===== config.mk =====
export PLATFORM = sky130hd
export DESIGN_NAME = decode_issue_buffer_flat
export DESIGN_NICKNAME = d
export VERILOG_FILES = /design/src/rtl/decode_issue_buffer_if.sv /design/src/rtl/decode_issue_buffer.sv /design/src/flat_wrapper.sv
export SDC_FILE = /design/constraint.sdc
export NUM_CORES = 1
export LEC_CHECK = 0
export ABC_AREA = 1
export ABC_CLOCK_PERIOD_IN_PS = 5300
export CAP_MARGIN = 20
export CORE_MARGIN = 5
export CORE_UTILIZATION = 30
export CTS_BUF_LIST = sky130_fd_sc_hd__clkbuf_4
export DETAILED_ROUTE_END_ITERATION = 8
export REMOVE_ABC_BUFFERS = 1
export SETUP_SLACK_MARGIN = 0.3
export SLEW_MARGIN = 30
export SYNTH_ARGS = -nofsm -noshare
export SYNTH_HDL_FRONTEND = slang
export SYNTH_SLANG_ARGS = --single-unit

===== constraint.sdc =====
create_clock -name clk -period 5.3 [get_ports clk]
set_clock_uncertainty 0.1 [all_clocks]
set_input_delay 0.53 -clock clk [delete_from_list [all_inputs] [get_ports clk]]
set_output_delay 0.53 -clock clk [all_outputs]
set_load 0.005 [all_outputs]

===== src/rtl/decode_issue_buffer_if.sv =====
// Fetch / decoder / issue / writeback bundle for the decode issue buffer.
// The buffer takes the slave side; fetch, decoder, execute and writeback together form the master.
interface decode_issue_buffer_if #(
  parameter int XLEN  = 32,
  parameter int DEPTH = 4
);
  localparam int CW = $clog2(DEPTH) + 1;

  logic            flush;
  logic            f_valid;
  logic            f_ready;
  logic [XLEN-1:0] f_pc;
  logic [31:0]     f_instr;
  logic            f_exc;
  logic [3:0]      f_ecause;
  logic [31:0]     dec_instr;
  logic            dec_valid;
  logic            dec_wren;
  logic            dec_rden1;
  logic            dec_rden2;
  logic            dec_multicycle;
  logic [4:0]      dec_waddr;
  logic [4:0]      dec_raddr1;
  logic [4:0]      dec_raddr2;
  logic            i_valid;
  logic            i_ready;
  logic [XLEN-1:0] i_pc;
  logic [XLEN-1:0] i_npc;
  logic [31:0]     i_instr;
  logic            i_exc;
  logic [3:0]      i_ecause;
  logic            wb_valid;
  logic [4:0]      wb_waddr;
  logic [CW-1:0]   count;

  modport master (
    output flush, f_valid, f_pc, f_instr, f_exc, f_ecause,
    output dec_valid, dec_wren, dec_rden1, dec_rden2, dec_multicycle,
    output dec_waddr, dec_raddr1, dec_raddr2,
    output i_ready, wb_valid, wb_waddr,
    input  f_ready, dec_instr, i_valid, i_pc, i_npc, i_instr, i_exc, i_ecause, count
  );

  modport slave (
    input  flush, f_valid, f_pc, f_instr, f_exc, f_ecause,
    input  dec_valid, dec_wren, dec_rden1, dec_rden2, dec_multicycle,
    input  dec_waddr, dec_raddr1, dec_raddr2,
    input  i_ready, wb_valid, wb_waddr,
    output f_ready, dec_instr, i_valid, i_pc, i_npc, i_instr, i_exc, i_ecause, count
  );
endinterface


===== src/rtl/decode_issue_buffer.sv =====
// In-order instruction FIFO between fetch and execute with a per-register busy scoreboard
// that holds back the head on RAW/WAW hazards against outstanding multi-cycle results.
module decode_issue_buffer #(
  parameter int XLEN  = 32,
  parameter int DEPTH = 4,
  parameter int NREG  = 32
) (
  input logic                 clk,
  input logic                 rst,
  decode_issue_buffer_if.slave bus
);
  localparam int AW = $clog2(DEPTH);
  localparam int CW = AW + 1;
  localparam logic [CW-1:0] FULL = CW'(DEPTH);

  logic [XLEN-1:0] pc_mem     [DEPTH];
  logic [31:0]     instr_mem  [DEPTH];
  logic            exc_mem    [DEPTH];
  logic [3:0]      ecause_mem [DEPTH];

  logic [AW-1:0]   rd_ptr;
  logic [AW-1:0]   wr_ptr;
  logic [CW-1:0]   cnt;
  logic [NREG-1:0] busy;
  logic [NREG-1:0] busy_nxt;

  logic            empty;
  logic            hazard;
  logic            exc_raw;
  logic            push;
  logic            pop;
  logic            sb_set;
  logic [31:0]     head_instr;
  logic [XLEN-1:0] head_pc;

  // Head view: decoder feed, hazard check and issue outputs all come from the FIFO head
  always_comb begin
    empty      = (cnt == '0);
    head_instr = instr_mem[rd_ptr];
    head_pc    = pc_mem[rd_ptr];
    hazard     = (bus.dec_rden1 & busy[bus.dec_raddr1]) |
                 (bus.dec_rden2 & busy[bus.dec_raddr2]) |
                 (bus.dec_wren  & busy[bus.dec_waddr]);
    exc_raw    = ~empty & (exc_mem[rd_ptr] | ~bus.dec_valid);

    bus.dec_instr = empty ? '0 : head_instr;
    bus.i_instr   = empty ? '0 : head_instr;
    bus.i_pc      = head_pc;
    bus.i_npc     = head_pc + ((head_instr[1:0] == 2'b11) ? XLEN'(4) : XLEN'(2));
    bus.i_exc     = exc_raw;
    // A fetch fault outranks an illegal decode for the reported cause
    bus.i_ecause  = exc_mem[rd_ptr] ? ecause_mem[rd_ptr] : 4'd2;
    bus.i_valid   = ~empty & (exc_raw | ~hazard) & ~bus.flush;
    bus.f_ready   = (cnt < FULL);
    bus.count     = cnt;

    push   = bus.f_valid & bus.f_ready & ~bus.flush;
    pop    = bus.i_valid & bus.i_ready;
    sb_set = pop & ~exc_raw & bus.dec_wren & bus.dec_multicycle & (bus.dec_waddr != 5'd0);

    // Set is applied after clear so a same-cycle issue to the written-back register keeps it busy
    busy_nxt = busy;
    if (bus.wb_valid) busy_nxt[bus.wb_waddr] = 1'b0;
    if (sb_set)       busy_nxt[bus.dec_waddr] = 1'b1;
    busy_nxt[0] = 1'b0;
  end

  // Entry storage: data only, never reset
  always_ff @(posedge clk) begin
    if (push) begin
      pc_mem[wr_ptr]     <= bus.f_pc;
      instr_mem[wr_ptr]  <= bus.f_instr;
      exc_mem[wr_ptr]    <= bus.f_exc;
      ecause_mem[wr_ptr] <= bus.f_ecause;
    end
  end

  // Control state: flush empties the FIFO but leaves the scoreboard tracking in-flight ops
  always_ff @(posedge clk) begin
    if (!rst) begin
      cnt    <= '0;
      rd_ptr <= '0;
      wr_ptr <= '0;
      busy   <= '0;
    end else begin
      busy <= busy_nxt;
      if (bus.flush) begin
        cnt    <= '0;
        rd_ptr <= '0;
        wr_ptr <= '0;
      end else begin
        if (push) wr_ptr <= wr_ptr + AW'(1);
        if (pop)  rd_ptr <= rd_ptr + AW'(1);
        case ({push, pop})
          2'b10:   cnt <= cnt + CW'(1);
          2'b01:   cnt <= cnt - CW'(1);
          default: cnt <= cnt;
        endcase
      end
    end
  end
endmodule

===== src/flat_wrapper.sv =====
// flat-port wrapper written by rule: the top's interface ports become plain ports
module decode_issue_buffer_flat 
#(
  parameter int XLEN  = 32,
  parameter int DEPTH = 4,
  parameter int NREG  = 32
)
  (clk, rst, bus_flush, bus_f_valid, bus_f_pc, bus_f_instr, bus_f_exc, bus_f_ecause, bus_dec_valid, bus_dec_wren, bus_dec_rden1, bus_dec_rden2, bus_dec_multicycle, bus_dec_waddr, bus_dec_raddr1, bus_dec_raddr2, bus_i_ready, bus_wb_valid, bus_wb_waddr, bus_f_ready, bus_dec_instr, bus_i_valid, bus_i_pc, bus_i_npc, bus_i_instr, bus_i_exc, bus_i_ecause, bus_count);
  decode_issue_buffer_if #(.XLEN(XLEN), .DEPTH(DEPTH)) bus_i ();
  input logic clk;
  input logic rst;
  input wire logic [$bits(bus_i.flush)-1:0] bus_flush;
  input wire logic [$bits(bus_i.f_valid)-1:0] bus_f_valid;
  input wire logic [$bits(bus_i.f_pc)-1:0] bus_f_pc;
  input wire logic [$bits(bus_i.f_instr)-1:0] bus_f_instr;
  input wire logic [$bits(bus_i.f_exc)-1:0] bus_f_exc;
  input wire logic [$bits(bus_i.f_ecause)-1:0] bus_f_ecause;
  input wire logic [$bits(bus_i.dec_valid)-1:0] bus_dec_valid;
  input wire logic [$bits(bus_i.dec_wren)-1:0] bus_dec_wren;
  input wire logic [$bits(bus_i.dec_rden1)-1:0] bus_dec_rden1;
  input wire logic [$bits(bus_i.dec_rden2)-1:0] bus_dec_rden2;
  input wire logic [$bits(bus_i.dec_multicycle)-1:0] bus_dec_multicycle;
  input wire logic [$bits(bus_i.dec_waddr)-1:0] bus_dec_waddr;
  input wire logic [$bits(bus_i.dec_raddr1)-1:0] bus_dec_raddr1;
  input wire logic [$bits(bus_i.dec_raddr2)-1:0] bus_dec_raddr2;
  input wire logic [$bits(bus_i.i_ready)-1:0] bus_i_ready;
  input wire logic [$bits(bus_i.wb_valid)-1:0] bus_wb_valid;
  input wire logic [$bits(bus_i.wb_waddr)-1:0] bus_wb_waddr;
  output wire logic [$bits(bus_i.f_ready)-1:0] bus_f_ready;
  output wire logic [$bits(bus_i.dec_instr)-1:0] bus_dec_instr;
  output wire logic [$bits(bus_i.i_valid)-1:0] bus_i_valid;
  output wire logic [$bits(bus_i.i_pc)-1:0] bus_i_pc;
  output wire logic [$bits(bus_i.i_npc)-1:0] bus_i_npc;
  output wire logic [$bits(bus_i.i_instr)-1:0] bus_i_instr;
  output wire logic [$bits(bus_i.i_exc)-1:0] bus_i_exc;
  output wire logic [$bits(bus_i.i_ecause)-1:0] bus_i_ecause;
  output wire logic [$bits(bus_i.count)-1:0] bus_count;
  assign bus_i.flush = bus_flush;
  assign bus_i.f_valid = bus_f_valid;
  assign bus_i.f_pc = bus_f_pc;
  assign bus_i.f_instr = bus_f_instr;
  assign bus_i.f_exc = bus_f_exc;
  assign bus_i.f_ecause = bus_f_ecause;
  assign bus_i.dec_valid = bus_dec_valid;
  assign bus_i.dec_wren = bus_dec_wren;
  assign bus_i.dec_rden1 = bus_dec_rden1;
  assign bus_i.dec_rden2 = bus_dec_rden2;
  assign bus_i.dec_multicycle = bus_dec_multicycle;
  assign bus_i.dec_waddr = bus_dec_waddr;
  assign bus_i.dec_raddr1 = bus_dec_raddr1;
  assign bus_i.dec_raddr2 = bus_dec_raddr2;
  assign bus_i.i_ready = bus_i_ready;
  assign bus_i.wb_valid = bus_wb_valid;
  assign bus_i.wb_waddr = bus_wb_waddr;
  assign bus_f_ready = bus_i.f_ready;
  assign bus_dec_instr = bus_i.dec_instr;
  assign bus_i_valid = bus_i.i_valid;
  assign bus_i_pc = bus_i.i_pc;
  assign bus_i_npc = bus_i.i_npc;
  assign bus_i_instr = bus_i.i_instr;
  assign bus_i_exc = bus_i.i_exc;
  assign bus_i_ecause = bus_i.i_ecause;
  assign bus_count = bus_i.count;
  decode_issue_buffer #(.XLEN(XLEN), .DEPTH(DEPTH), .NREG(NREG)) u_core (.clk(clk), .rst(rst), .bus(bus_i));
endmodule

==> impl_table.tex <==
\begin{tabular}{lr}
\hline
Metric & Value \\
\hline
\multicolumn{2}{l}{\textbf{Pwr}} \\
Internal Power & roughly 4000 uW \\
Switching power & 1210 uW \\
Sequential cell fraction of total power & roughly 52\% \\
Power per cell area & between 200 and 300 nW/um2 \\
Clock network fraction of design power & 39.7\% \\
Leakage power & $\sim$0.0066 uW \\
Proportion of total power due to net switching & a little under a quarter \\
Worst IR drop on VDD & 0.179 mV \\
Power, Total & $\sim$5200 uW \\
Logic gate share of total power & under 10\% \\
\multicolumn{2}{l}{\textbf{Floorplan}} \\
Effective utilization at floorplan & a little under a third \\
Row count & 80 \\
Top-Level Pins & $\sim$240 \\
Standard cell core area & around 48000 um2 \\
Die footprint & roughly 53000 um2 \\
Vertical die dimension & between 200 and 250 um \\
X dimension of the die & between 200 and 250 um \\
\multicolumn{2}{l}{\textbf{Yosys}} \\
Adder and majority cell fraction of the synthesized area & 0.874\% \\
Area share of and/or/nand/nor cells after synthesis & between 10\% and 20\% \\
Synthesized-area fraction occupied by xor and xnor cells & 1.62\% \\
Number of warnings issued by yosys & 0 \\
Instance count of the mapped netlist & 1463 \\
Leading cell types by total area after synthesis & edfxtp\_1, nor2\_1, nand2\_1, dfxtp\_1, o21ai\_0 \\
Synthesized area & 14600 um2 \\
Mean area per synthesized cell & 9.99 um2 \\
Top flip-flop cell by instance count after synthesis & edfxtp\_1 \\
Main combinational cell family by area after synthesis & simple AND/OR/NAND/NOR gates \\
Share of synthesized area occupied by flip-flops and latches & between 60 and 70\% \\
Post-synthesis mux area share & 0\% \\
Number of distinct library cells after synthesis & 43 \\
Yosys top cell area share & 56.7\% \\
Compound-cell area share of the yosys netlist & 9.24\% \\
Count of flip-flops with a built-in enable after synthesis & about 280 \\
Share of async-settable or async-resettable flops after synthesis & 0\% \\
Yosys top cell by area & edfxtp\_1 \\
Number of storage elements in the synthesis netlist & 316 \\
\multicolumn{2}{l}{\textbf{Layout}} \\
Fraction of layout instances using a drive strength above 1 & a little under an eighth \\
Fin util & between 30\% and 40\% \\
Signed area change from the synthesized netlist to the final layout & 27.0\% \\
Design Area, Final & approximately 19000 um2 \\
Number of nets at the end of the flow & between 1500 and 2000 \\
Non-filler instance count after layout & 2386 \\
\multicolumn{2}{l}{\textbf{Clocking}} \\
Root buffer selected by CTS & clkbuf\_4 \\
Clock tree sinks & 316 \\
Number of buffers added by the clock tree synthesis step & between 80 and 90 \\
Number of H-tree levels & 3 \\
CTS tree & yes \\
Worst skew pair latency & approximately 0.76 ns \\
Clock slew at reported path FFs & 0.06 ns \\
Maximum number of buffers from clock root to sink & 3 \\
\multicolumn{2}{l}{\textbf{Timing}} \\
Finish-stage setup viols & 0 \\
Minimum clock period & approximately 4.6 ns \\
Portion of the clock cycle consumed by the worst path in the final layout & between 80\% and 90\% \\
Pin slew with the least headroom to its limit & slightly below 1 ns \\
Pins Over Slew Limit & 0 \\
Setup total negative slack & 0 ns \\
Slew headroom & between 30\% and 40\% \\
Final hold violation count & 0 \\
Highest clock frequency the design can meet & about 220 MHz \\
Unrepaired setup endpoints after global routing & no \\
\multicolumn{2}{l}{\textbf{GRT}} \\
Global-route wire length before repair & 62300 um \\
Number of global-route vias before repair & approximately 11000 \\
Largest net degree at the start of global routing & 93 \\
Total congestion overflow after global routing & 0 \\
Global-route usage over all layers & 14.9\% \\
Number of antenna violations at the first check in global routing & 7 \\
\multicolumn{2}{l}{\textbf{Min path}} \\
Type of the tightest min-delay check & primary input to flip-flop \\
\multicolumn{2}{l}{\textbf{Place}} \\
Final weighted congestion of routability-driven global placement & a little under 0.9 \\
Port Buf Inserts & about 240 \\
Placed wire-length estimate & between 20000 and 30000 um \\
Number of placed instances with taps included & between 2000 and 2500 \\
Placed Area & about 17000 um2 \\
\multicolumn{2}{l}{\textbf{Route}} \\
Total via count after detailed routing & 11318 \\
Routed length on met2 & 19500 um \\
Met1 WL & about 18000 um \\
Initial DRC Count & around 770 \\
Number of DRC violations after detailed routing & 0 \\
Detailed-route vias per instance & 4.74 \\
Post-route ant nets & 0 \\
Uppermost layer routed & met5 \\
Detailed Route WL & approximately 41000 um \\
Post-detailed-route wirelength per cell & between 15 and 20 um \\
Met3 Wirelength & $\sim$2900 um \\
Total iterations of the first detailed-routing run & 5 \\
\multicolumn{2}{l}{\textbf{Worst setup path}} \\
Critical path peak fanout & 8 \\
Worst reg-to-reg path cell count & 14 \\
Capture point of the critical path & bus\_i\_npc[23] \\
Reg-to-reg setup timing slack & 1.93 ns \\
CP Data Required Time & 4.67 ns \\
Crit path DAT & approximately 4.0 ns \\
Crit Reg-Reg Endpoint & u\_core.bus.count[2] \\
Kind of capture point of the worst setup path & primary output \\
Worst setup path category & flip-flop to primary output \\
Category of the worst setup path launch point & flip-flop \\
\multicolumn{2}{l}{\textbf{Run}} \\
Number of max-capacitance violations reported & 0 \\
\multicolumn{2}{l}{\textbf{Outcome}} \\
Outcome & completed \\
\hline
\end{tabular}
[critical path, cell delays in order (launching register included)]
cell	delay, ns
dfxtp_4	0.40
buf_4	0.16
a21oi_1	0.12
a32o_1	0.17
nor2_1	0.07
inv_1	0.10
ha_1	0.18
inv_1	0.06
fa_2	0.39
nor2_4	0.12
nand2_2	0.11
nor2_4	0.12
nand4_1	0.15
nor3_4	0.28
buf_4	0.15
xor2_1	0.15
clkdlybuf4s50_1	0.52
[area by class of cell]
class | instances | area [um2]
sequential | 316 | 9090
antenna | 3 | 7.51
clock buffer | 120 | 901
fill | 4672 | 29400
multi-input combinational | 961 | 4690
tap | 615 | 769
clock inverter | 27 | 165
inverter | 88 | 352
timing repair buffer | 256 | 2570
[worst min path at each step]
stage / start / cells after the start / endpoint
global route: bus_f_instr[25] / 1 / u_core.instr_mem[3][25]
CTS: bus_f_instr[11] / 1 / u_core.instr_mem[2][11]
detailed placement: u_core.rd_ptr[0] / 2 / u_core.rd_ptr[0]
global placement: u_core.rd_ptr[0] / 2 / u_core.rd_ptr[0]
finish: bus_f_instr[11] / 1 / u_core.instr_mem[2][11]
floorplan: u_core.rd_ptr[1] / 2 / flip-flop
[power by group through the flow]
stage | Clock, uW | Combinational (uW) | Sequential [uW]
2_1_floorplan | 0 | 145 | 2810
3_3_place_gp | 0 | 407 | 2800
3_5_place_dp | 0 | 411 | 2800
4_1_cts | 2180 | 414 | 2750
5_1_grt | 2300 | 448 | 2750
6_report | 2080 | 410 | 2750
[sequential cells by signal (all words and copies together) (netlist names), named ones only]
| register | cells |
|---|---|
| u_core.bus.count | 3 |
| u_core.exc_mem | 4 |
| u_core.instr_mem | 128 |
| u_core.wr_ptr | 2 |
| u_core.busy | 31 |
| u_core.pc_mem | 128 |
| u_core.ecause_mem | 16 |
| u_core.rd_ptr | 2 |
[cell usage after synthesis (4+ instances only)]
master and n:
a32oi_2 5, o21ai_0 105, edfxtp_1 276, nand2_1 268, xor2_1 23, ha_1 7
o21ai_1 8, dfxtp_1 40, o22ai_2 6, nor2_1 283, o22ai_1 9, clkbuf_1 28
buf_6 5, a21boi_0 14, inv_1 79, buf_4 40, a32o_1 4, nor3_1 23
nand2_2 6, buf_1 6, nor2_2 11, buf_2 19, xnor2_1 4, a21oi_1 69
nor3_2 4, inv_2 9, nand4_1 6, nand3_1 88
[layout by cell type (no fill, tap or decap), drive strengths merged, types with 19 or more instances in the layout]
cell type / count
nor2: 295
o21ai: 114
edfxtp: 276
inv: 89
nand3: 88
clkdlybuf4s50: 237
buf: 19
nand2: 274
clkinv: 24
dfxtp: 40
xor2: 23
clkbuf: 120
a21oi: 69
nor3: 28
[through the flow]
step / hold slack, ns / setup slack, ns
after global routing: 0.189 / 0.310
after CTS: 0.132 / 0.321
after detailed placement: 0.410 / 0.958
after floorplan: 0.365 / -1.43
final: 0.264 / 0.673
after global placement: 0.387 / 0.999
[layer usage]
| metal | vias up | track usage [%] |
|---|---|---|
| li1 | 5512 | - |
| met1 | 5348 | 18.7 |
| met2 | 379 | 24.3 |
| met3 | 71 | 4.41 |
| met4 | 8 | 5.74 |
| met5 | - | 0 |
[cells by family (layout without fill, tap and decap cells)]
logic type               Yosys count  after routing
XOR/XNOR                          27             27
AO/OA/AOI/OAI                    228            228
buffers and inverters            186            491
flip-flops                       316            316
AND/OR/NAND/NOR                  697            697
adder cells (fa/ha/maj)            9              9
other                              0              3
[timing repair]
action / in CTS / in global routing
hold endpoints to repair: 0 / 0
setup buffers: 0 / 4
setup endpoints to repair: 10 / 7
resized for setup: 5 / 8
hold buffers: 0 / 0
pin swaps: 0 / 2
Note: power is estimated with default switching activity, not from simulation.
